### config.mk
export PLATFORM = sky130hd
export DESIGN_NAME = vga_stream_monitor
export DESIGN_NICKNAME = d
export VERILOG_FILES = /design/src/rtl/vga_mon_pkg.sv /design/src/rtl/crc16_px24.sv /design/src/rtl/vga_stream_monitor.sv
export SDC_FILE = /design/constraint.sdc
export NUM_CORES = 1
export LEC_CHECK = 0
export BUFFER_PORTS_ARGS = -buffer_cell sky130_fd_sc_hd__buf_2
export CAP_MARGIN = 5
export CORE_MARGIN = 5
export CORE_UTILIZATION = 30
export DETAILED_ROUTE_END_ITERATION = 10
export GPL_TIMING_DRIVEN = 1
export PLACE_DENSITY_LB_ADDON = 0.08
export SYNTH_ARGS = -nofsm -noshare
export SYNTH_HDL_FRONTEND = slang
export SYNTH_HIERARCHICAL = 1
export SYNTH_SLANG_ARGS = --single-unit
### constraint.sdc
create_clock -name vclock -period 5.25 [get_ports vclock]
set_clock_uncertainty 0.1 [all_clocks]
set_input_delay 0.525 -clock vclock [delete_from_list [all_inputs] [get_ports vclock]]
set_output_delay 0.525 -clock vclock [all_outputs]
set_load 0.01 [all_outputs]
### src/rtl/vga_mon_pkg.sv
// Shared types and constants for the VGA stream monitor: FSM states, XVGA geometry,
// counter width and the CRC-16-CCITT parameters.
package vga_mon_pkg;

  typedef enum logic [1:0] {
    SYNC_WAIT = 2'd0,
    FRAME     = 2'd1,
    PUBLISH   = 2'd2
  } mon_state_e;

  localparam int H_ACTIVE = 1024;
  localparam int V_ACTIVE = 768;
  localparam int H_TOTAL  = 1344;
  localparam int V_TOTAL  = 806;

  // Coordinate counters are sized to cover the full raster, not just the active area.
  localparam int X_W = $clog2(H_TOTAL);
  localparam int Y_W = $clog2(V_TOTAL);

  localparam int               CNT_W   = 20;
  localparam logic [CNT_W-1:0] CNT_MAX = '1;

  localparam logic [15:0] CRC_POLY = 16'h1021;
  localparam logic [15:0] CRC_INIT = 16'hFFFF;

endpackage

### src/rtl/crc16_px24.sv
// Combinational CRC-16-CCITT update over one 24-bit pixel, MSB (bit 23) first.
module crc16_px24
  import vga_mon_pkg::*;
(
  input  logic [15:0] crc_in,
  input  logic [23:0] data,
  output logic [15:0] crc_out
);

  logic [15:0] crc_w;

  always_comb begin
    crc_w = crc_in;
    for (int i = 23; i >= 0; i--) begin
      if (crc_w[15] ^ data[i]) crc_w = {crc_w[14:0], 1'b0} ^ CRC_POLY;
      else                     crc_w = {crc_w[14:0], 1'b0};
    end
    crc_out = crc_w;
  end

endmodule

### src/rtl/vga_stream_monitor.sv
// Passive XVGA stream monitor: rebuilds coordinates, checks geometry, counts colours,
// samples a probe pixel and publishes one record per frame. CRC gated by VGA_MON_CRC_EN.
module vga_stream_monitor
  import vga_mon_pkg::*;
#(
  parameter int          EXP_WIDTH   = H_ACTIVE,
  parameter int          EXP_HEIGHT  = V_ACTIVE,
  parameter logic [23:0] RED_COLOR   = 24'hFF_00_00,
  parameter logic [23:0] GREEN_COLOR = 24'h00_FF_00
) (
  input  logic             vclock,
  input  logic             reset_n,
  input  logic             phsync,
  input  logic             pvsync,
  input  logic             pblank,
  input  logic [23:0]      pixel,
  input  logic [X_W-1:0]   probe_x,
  input  logic [Y_W-1:0]   probe_y,
  output logic             res_valid,
  input  logic             res_ready,
  output logic [X_W-1:0]   res_width,
  output logic [Y_W-1:0]   res_height,
  output logic [CNT_W-1:0] res_red_cnt,
  output logic [CNT_W-1:0] res_green_cnt,
  output logic [23:0]      res_probe,
  output logic             res_geom_err,
  output logic             res_overrun,
  output logic [15:0]      res_crc,
  output mon_state_e       dbg_state
);

  localparam logic [X_W-1:0] EXP_W = X_W'(EXP_WIDTH);
  localparam logic [Y_W-1:0] EXP_H = Y_W'(EXP_HEIGHT);

  logic             s1_hs_q, s1_hs_d, s1_vs_q, s1_vs_d, s1_blank_q, s1_blank_d;
  logic [23:0]      s1_pix_q, s1_pix_d;
  logic             s2_hs_q, s2_hs_d, s2_vs_q, s2_vs_d, s2_blank_q, s2_blank_d;
  mon_state_e       state_q, state_d;
  logic [X_W-1:0]   x_q, x_d, width_q, width_d, px_q, px_d;
  logic [Y_W-1:0]   y_q, y_d, py_q, py_d;
  logic [CNT_W-1:0] red_q, red_d, green_q, green_d;
  logic [23:0]      probe_q, probe_d;
  logic             gerr_q, gerr_d;
  logic             res_valid_q, res_valid_d, res_gerr_q, res_gerr_d, res_ovr_q, res_ovr_d;
  logic [X_W-1:0]   res_width_q, res_width_d;
  logic [Y_W-1:0]   res_height_q, res_height_d;
  logic [CNT_W-1:0] res_red_q, res_red_d, res_green_q, res_green_d;
  logic [23:0]      res_probe_q, res_probe_d;

  logic hs_fall, vs_fall, line_end, active;

  assign hs_fall  = s2_hs_q & ~s1_hs_q;
  assign vs_fall  = s2_vs_q & ~s1_vs_q;
  assign line_end = ~s2_blank_q & s1_blank_q;
  assign active   = ~s1_blank_q;

  // Result handshake: a record is held stable while res_valid=1 until a cycle with
  // res_valid & res_ready; a PUBLISH always loads and keeps res_valid high, flagging
  // overrun only if the record it replaces was still pending and not taken that cycle.
  always_comb begin
    s1_hs_d = phsync;  s1_vs_d = pvsync;  s1_blank_d = pblank;  s1_pix_d = pixel;
    s2_hs_d = s1_hs_q; s2_vs_d = s1_vs_q; s2_blank_d = s1_blank_q;
    state_d = state_q;
    x_d = x_q; y_d = y_q; width_d = width_q; px_d = px_q; py_d = py_q;
    red_d = red_q; green_d = green_q; probe_d = probe_q; gerr_d = gerr_q;
    res_valid_d = res_valid_q; res_gerr_d = res_gerr_q; res_ovr_d = res_ovr_q;
    res_width_d = res_width_q; res_height_d = res_height_q;
    res_red_d = res_red_q; res_green_d = res_green_q; res_probe_d = res_probe_q;

    if (hs_fall)     x_d = '0;
    else if (active) x_d = x_q + 1'b1;

    case (state_q)
      SYNC_WAIT: begin
        if (vs_fall) begin
          state_d = FRAME;
          px_d    = probe_x;
          py_d    = probe_y;
        end
      end
      FRAME: begin
        if (active) begin
          if (s1_pix_q == RED_COLOR && red_q != CNT_MAX)     red_d   = red_q + 1'b1;
          if (s1_pix_q == GREEN_COLOR && green_q != CNT_MAX) green_d = green_q + 1'b1;
          if (x_q == px_q && y_q == py_q)                    probe_d = s1_pix_q;
        end
        if (line_end) begin
          y_d     = y_q + 1'b1;
          width_d = x_q;
          if (x_q != EXP_W) gerr_d = 1'b1;
        end
        if (vs_fall) state_d = PUBLISH;
      end
      PUBLISH: begin
        res_valid_d  = 1'b1;
        res_ovr_d    = res_valid_q & ~res_ready;
        res_width_d  = width_q;
        res_height_d = y_q;
        res_red_d    = red_q;
        res_green_d  = green_q;
        res_probe_d  = probe_q;
        res_gerr_d   = gerr_q | (y_q != EXP_H);
        y_d = '0; width_d = '0; red_d = '0; green_d = '0; probe_d = '0; gerr_d = 1'b0;
        px_d    = probe_x;
        py_d    = probe_y;
        state_d = FRAME;
      end
      default: state_d = SYNC_WAIT;
    endcase

    if (state_q != PUBLISH && res_valid_q && res_ready) res_valid_d = 1'b0;
  end

  always_ff @(posedge vclock) begin
    if (!reset_n) begin
      s1_hs_q <= 1'b1; s1_vs_q <= 1'b1; s1_blank_q <= 1'b1; s1_pix_q <= '0;
      s2_hs_q <= 1'b1; s2_vs_q <= 1'b1; s2_blank_q <= 1'b1;
      state_q <= SYNC_WAIT;
      x_q <= '0; y_q <= '0; width_q <= '0; px_q <= '0; py_q <= '0;
      red_q <= '0; green_q <= '0; probe_q <= '0; gerr_q <= 1'b0;
      res_valid_q <= 1'b0; res_gerr_q <= 1'b0; res_ovr_q <= 1'b0;
      res_width_q <= '0; res_height_q <= '0;
      res_red_q <= '0; res_green_q <= '0; res_probe_q <= '0;
    end else begin
      s1_hs_q <= s1_hs_d; s1_vs_q <= s1_vs_d; s1_blank_q <= s1_blank_d; s1_pix_q <= s1_pix_d;
      s2_hs_q <= s2_hs_d; s2_vs_q <= s2_vs_d; s2_blank_q <= s2_blank_d;
      state_q <= state_d;
      x_q <= x_d; y_q <= y_d; width_q <= width_d; px_q <= px_d; py_q <= py_d;
      red_q <= red_d; green_q <= green_d; probe_q <= probe_d; gerr_q <= gerr_d;
      res_valid_q <= res_valid_d; res_gerr_q <= res_gerr_d; res_ovr_q <= res_ovr_d;
      res_width_q <= res_width_d; res_height_q <= res_height_d;
      res_red_q <= res_red_d; res_green_q <= res_green_d; res_probe_q <= res_probe_d;
    end
  end

`ifdef VGA_MON_CRC_EN
  logic [15:0] crc_q, crc_d, crc_nxt, res_crc_q, res_crc_d;

  crc16_px24 u_crc (
    .crc_in  (crc_q),
    .data    (s1_pix_q),
    .crc_out (crc_nxt)
  );

  always_comb begin
    crc_d     = crc_q;
    res_crc_d = res_crc_q;
    case (state_q)
      FRAME:   if (active) crc_d = crc_nxt;
      PUBLISH: begin
        res_crc_d = crc_q;
        crc_d     = CRC_INIT;
      end
      default: crc_d = CRC_INIT;
    endcase
  end

  always_ff @(posedge vclock) begin
    if (!reset_n) begin
      crc_q     <= CRC_INIT;
      res_crc_q <= '0;
    end else begin
      crc_q     <= crc_d;
      res_crc_q <= res_crc_d;
    end
  end

  assign res_crc = res_crc_q;
`else
  assign res_crc = 16'h0;
`endif

  assign res_valid     = res_valid_q;
  assign res_width     = res_width_q;
  assign res_height    = res_height_q;
  assign res_red_cnt   = res_red_q;
  assign res_green_cnt = res_green_q;
  assign res_probe     = res_probe_q;
  assign res_geom_err  = res_gerr_q;
  assign res_overrun   = res_ovr_q;
  assign dbg_state     = state_q;

endmodule

* After elaboration in Yosys (flattened, before gate mapping)
Index checks and enable logic that the tools add are counted.
** Word-level totals
- Bits in registers :: 238
- Output and inout port bits :: 106
- Word-level logic and storage cells :: 98
** Operators by class
- $add $sub $neg :: 4
- Equality and inequality tests :: 19
- Muxes and demuxes :: 23
- Bitwise gates (word level) :: 10
- Reductions and logical operators :: 17
** Operators by type and width (count)
- two-way mux 20 bit :: 4
- one-hot mux 20 bit (2 select lines) :: 2
- two-way mux 24 bit :: 2
- one-hot mux 24 bit (2 select lines) :: 1
- one-hot mux 11 bit (2 select lines) :: 2
- adder 20 x 1 -> 20 bit, second input constant :: 2
- != test 20 bit, second input constant :: 2
- one-hot mux 10 bit (2 select lines) :: 2
- equality test 24 x 16 -> 1 bit, second input constant :: 1
- equality test 24 bit, second input constant :: 1
- two-way mux 11 bit :: 2
- two-way mux 10 bit :: 2
- != test 2 bit, second input constant :: 9
- AND reduction 3 bit :: 4
- adder 11 x 1 -> 11 bit, second input constant :: 1
- equality test 11 bit :: 1
- != test 11 bit, second input constant :: 1
- adder 10 x 1 -> 10 bit, second input constant :: 1
- equality test 10 bit :: 1
- != test 10 bit, second input constant :: 1
- one-hot mux 2 bit (3 select lines) :: 1
- AND reduction 2 bit :: 3
- logical AND 1 bit :: 5
- inverter 1 bit :: 5
- other kinds (10) :: 17

* Depth between registers and ports, before layout
- Depth after elaboration :: 5
- Depth in mapped cells :: 8
- Mapped depth without buffers :: 7

* Worst setup path after synthesis
Ideal clock, no wire load.
- Path type :: flip-flop to flip-flop
- Start point :: register state_q[0] (netlist: dbg_state[0])
- End point :: register red_q[16]
- Arrival :: 2.173 ns
- Slack :: 2.903 ns
- Cell stages (with the launch flop) :: 9
- Path buffers :: 1
- Cell sequence :: dfxtp_1 -> inv_1 -> ha_1 -> a21boi_1 -> nand3_1 -> a311o_4 -> buf_6 -> a2111o_1 -> a31oi_1
** Between the ends
- Cells in the longest elaborated chain, start to end :: 3
** RTL lines
- from (decl) :: RTL line vga_stream_monitor.sv:38 : mon_state_e state_q, state_d;
- from (signal assigned) :: RTL line vga_stream_monitor.sv:127 : state_q <= state_d;
- equality test 2 x 1 -> 1 bit / equality test 2 bit (equally long branches) :: RTL line vga_stream_monitor.sv:73 : case (state_q)
- != test 2 bit (no source line) / nonzero test 2 bit (equally long branches)
- AND reduction 3 bit (no source line)
- to (signal assigned) :: RTL line vga_stream_monitor.sv:129 : red_q <= red_d; green_q <= green_d; probe_q <= probe_d; gerr_q <= gerr_d;
- to (decl) :: RTL line vga_stream_monitor.sv:41 : logic [CNT_W-1:0] red_q, red_d, green_q, green_d;
Parallel ways exist; a longest one is shown, timed or not.
A chain may end at the register's enable or synchronous reset.

* Worst setup path in the final report
- Start point :: register state_q[1] (netlist: dbg_state[1])
- End point :: register green_q[18]
** Between the ends
- Cells in the longest elaborated chain, start to end :: 3
** RTL lines (RTL line)
- equality test 2 x 1 -> 1 bit / equality test 2 bit (equally long branches) :: vga_stream_monitor.sv:73
- != test 2 bit (no source line) / nonzero test 2 bit (equally long branches)
- AND reduction 3 bit (no source line)
- to (signal assigned) :: vga_stream_monitor.sv:129
- to (decl) :: vga_stream_monitor.sv:41
Parallel ways exist; a longest one is shown, timed or not.

==> flow_summary.json <==
{
  "synth_simple_gate_area_share_pct": 21.5,
  "setup_tns_ns": 0,
  "min_path_type": "primary input to register",
  "grt_pass1_wl_um": 46100,
  "fin_ws_ns": 2.42,
  "p_sw_uw": 1020,
  "pwr-share-seq_pct": 44.7,
  "syn_inst": 1122,
  "slew_headroom_pct": 36.8,
  "final_nets": 1279,
  "power_density_nw_per_um2": 348,
  "synth_adder_area_share_pct": 1.23,
  "ys_seq_area_share_pct": 46.9,
  "seq_area_um2": 4760,
  "overflow": 0,
  "initial_core_util_pct": 30.4,
  "p_leak_uw": 0.00464,
  "ant_nets": 0,
  "drt_iter0_drc": 335,
  "cts_tree": "built",
  "tightest_slew_ns": 0.948,
  "synth_top_area_share_pct": 46.9,
  "ioPinCount": 157,
  "routabilityCongestion": 0.763,
  "final-setup-viol-count": 0,
  "synth_area_leader_cell": "dfxtp_1",
  "numCtsBuffers": 28,
  "area_growth_pct": 19.1,
  "grt_max_degree": 95,
  "min_period_over_period_pct": 54.0,
  "fmax_ghz": 0.353,
  "multi_input_area_um2": 4960,
  "crit_path_start_kind": "register",
  "post-place-ws_ns": 2.40,
  "synth-main-ff-cell": "dfxtp_1",
  "critPathRequiredTime_ns": 5.54,
  "synth_compound_area_share_pct": 10.9,
  "cp-end-kind": "register",
  "cts-root-buf": "clkbuf_16",
  "internal-power_uw": 3190,
  "period_needed_ns": 2.83,
  "rsz0062_at_grt": "no",
  "ys_warn_count": 6,
  "io_buffer_count": 140,
  "dieArea_um2": 37600,
  "clkLatencyLatePin_ns": 0.54,
  "die_x_um": 194,
  "max_cap_viol_count": 0,
  "synthMuxAreaShare_pct": 10.9,
  "grt_pass1_vias": 7991,
  "grt_use_total_pct": 14.6,
  "num_rows": 67,
  "drv_slew": 0,
  "dp_hpwl_um": 18800,
  "clkSlewWorstSetupHoldPaths_ns": 0.06,
  "worstPathArrival_ns": 3.13,
  "cts_resized": 0,
  "max-vdd-ir-drop_uv": 227,
  "ctsHoldBuffers": 0,
  "swShare_pct": 24.3,
  "cts_buffer_depth": 3,
  "drc_errors": 0,
  "crit_fanout": 14,
  "ys_seq_elements": 238,
  "via_count": 8044,
  "hold_ws_ns": 0.0726,
  "ys_top_cells_by_count": "238 x dfxtp_1, 146 x nor2_1, 112 x nand2_1",
  "power_frac_clock_pct": 47.3,
  "layout-drive-gt1-share_pct": 17.7,
  "path_class": "register to register",
  "core_um2": 33400,
  "hold_viol_final": 0,
  "synth_area_leaders": "dfxtp_1 47%, mux2i_1 11%, nor2_1 5.4%",
  "synth_top_family_by_area": "simple AND/OR/NAND/NOR gates",
  "h-tree-depth": 1,
  "diodes": 0,
  "drt-pass1-iter-count": 4,
  "pwr-share-comb_pct": 8.0,
  "antenna_found_initial": 0,
  "clock-sinks": 238,
  "synth_edf_count": 0,
  "postSynth.asyncResetShare_pct": 0,
  "die_height_um": 194,
  "yosysUniqueCellTypes": 63,
  "viasPerCell": 4.77,
  "wl_per_cell_um": 17.0,
  "synth_area_um2": 10200,
  "fill_cells": 3560,
  "postCtsSetupBuffers": 0,
  "syn_avg_cell_area_um2": 9.06,
  "synth-xor-area-share_pct": 3.28,
  "status": "complete, no violations",
  "postPlaceCellArea_um2": 11200,
  "wirelength_um": 28600,
  "fin_area_um2": 12100,
  "yosysMostFrequentCell": "dfxtp_1"
}
[path summary, 6_finish.rpt]
| kind | startpoint | end | slack (ns) | cells past startpoint |
|---|---|---|---|---|
| worst max-delay path | dbg_state[1] | green_q[18] | 2.42 | 7 |
| worst max register to register | dbg_state[1] | green_q[18] | 2.42 | 7 |
| worst min register to register | probe_q[12] | probe_q[12] | 0.36 | 2 |
| worst min-delay path | phsync | s1_hs_q | 0.07 | 2 |
[power by group through the flow]
stage          Sequential, uW  Clock (uW)  Combinational (uW)
2_1_floorplan            1910           0                 244
3_3_place_gp             1920           0                 344
3_5_place_dp             1920           0                 343
4_1_cts                  1880        2060                 346
5_1_grt                  1890        2130                 375
6_report                 1880        1990                 338
[cells in the final DEF (no fill, tap or decap), types with 17 or more instances in the layout]
master and n:
and3_1 17, nand4_1 25, nand2_1 112, mux2i_1 111
clkbuf_16 29, nor2_1 146, buf_2 139, nand3_1 60
and2_1 32, dfxtp_1 238, a21oi_1 32, xnor2_1 29
[flip-flops by register name, indices dropped and copies added, names as in the netlist, 2 cells and up]
register       flops
px_q              11
x_q               11
res_probe         24
res_green_cnt     20
res_width         11
py_q              10
y_q               10
res_height        10
width_q           11
probe_q           24
s1_pix_q          24
res_red_cnt       20
dbg_state          2
red_q             20
green_q           20
[per-layer routing]
layer | GRT usage [%] | vias to the layer above | part of all wire, %
li1 | - | 4098 | -
met3 | 2.62 | 34 | 4.2
met2 | 22.0 | 136 | 43
met1 | 22.0 | 3776 | 51
met5 | 0 | - | 0
met4 | 2.84 | 0 | 1.6
[cells by family after synthesis]
| logic type | after synthesis |
|---|---|
| flip-flops | 238 |
| AO/OA/AOI/OAI | 150 |
| AND/OR/NAND/NOR | 455 |
| XOR/XNOR | 38 |
| buffers and inverters | 119 |
| multiplexers | 111 |
| other | 1 |
| adder cells (fa/ha/maj) | 10 |
[through the flow]
stage	power (uW)	std cells	util, %
after floorplan	2160	1137	-
after global placement	2270	1636	33.4
after detailed placement	2270	1636	33.4
after CTS	4290	1686	36.2
after global routing	4400	1686	36.2
final	4210	1686	36.2
[worst max-delay path, stage by stage, from the launching register on]
cell	delay [ns]
dfxtp_1	0.41
inv_1	0.11
ha_1	0.32
a21boi_1	0.32
nand3_1	0.24
a311o_1	0.50
nand2_1	0.48
o221ai_1	0.21
[cell type report]
cell class | count | area share (%)
multi-input combinational | 780 | 41.0
sequential | 238 | 39.4
clock buffer | 40 | 6.75
timing repair buffer | 155 | 6.74
tap | 448 | 4.63
clock inverter | 10 | 1.03
inverter | 15 | 0.486
Power figures use the tool's default switching activity.
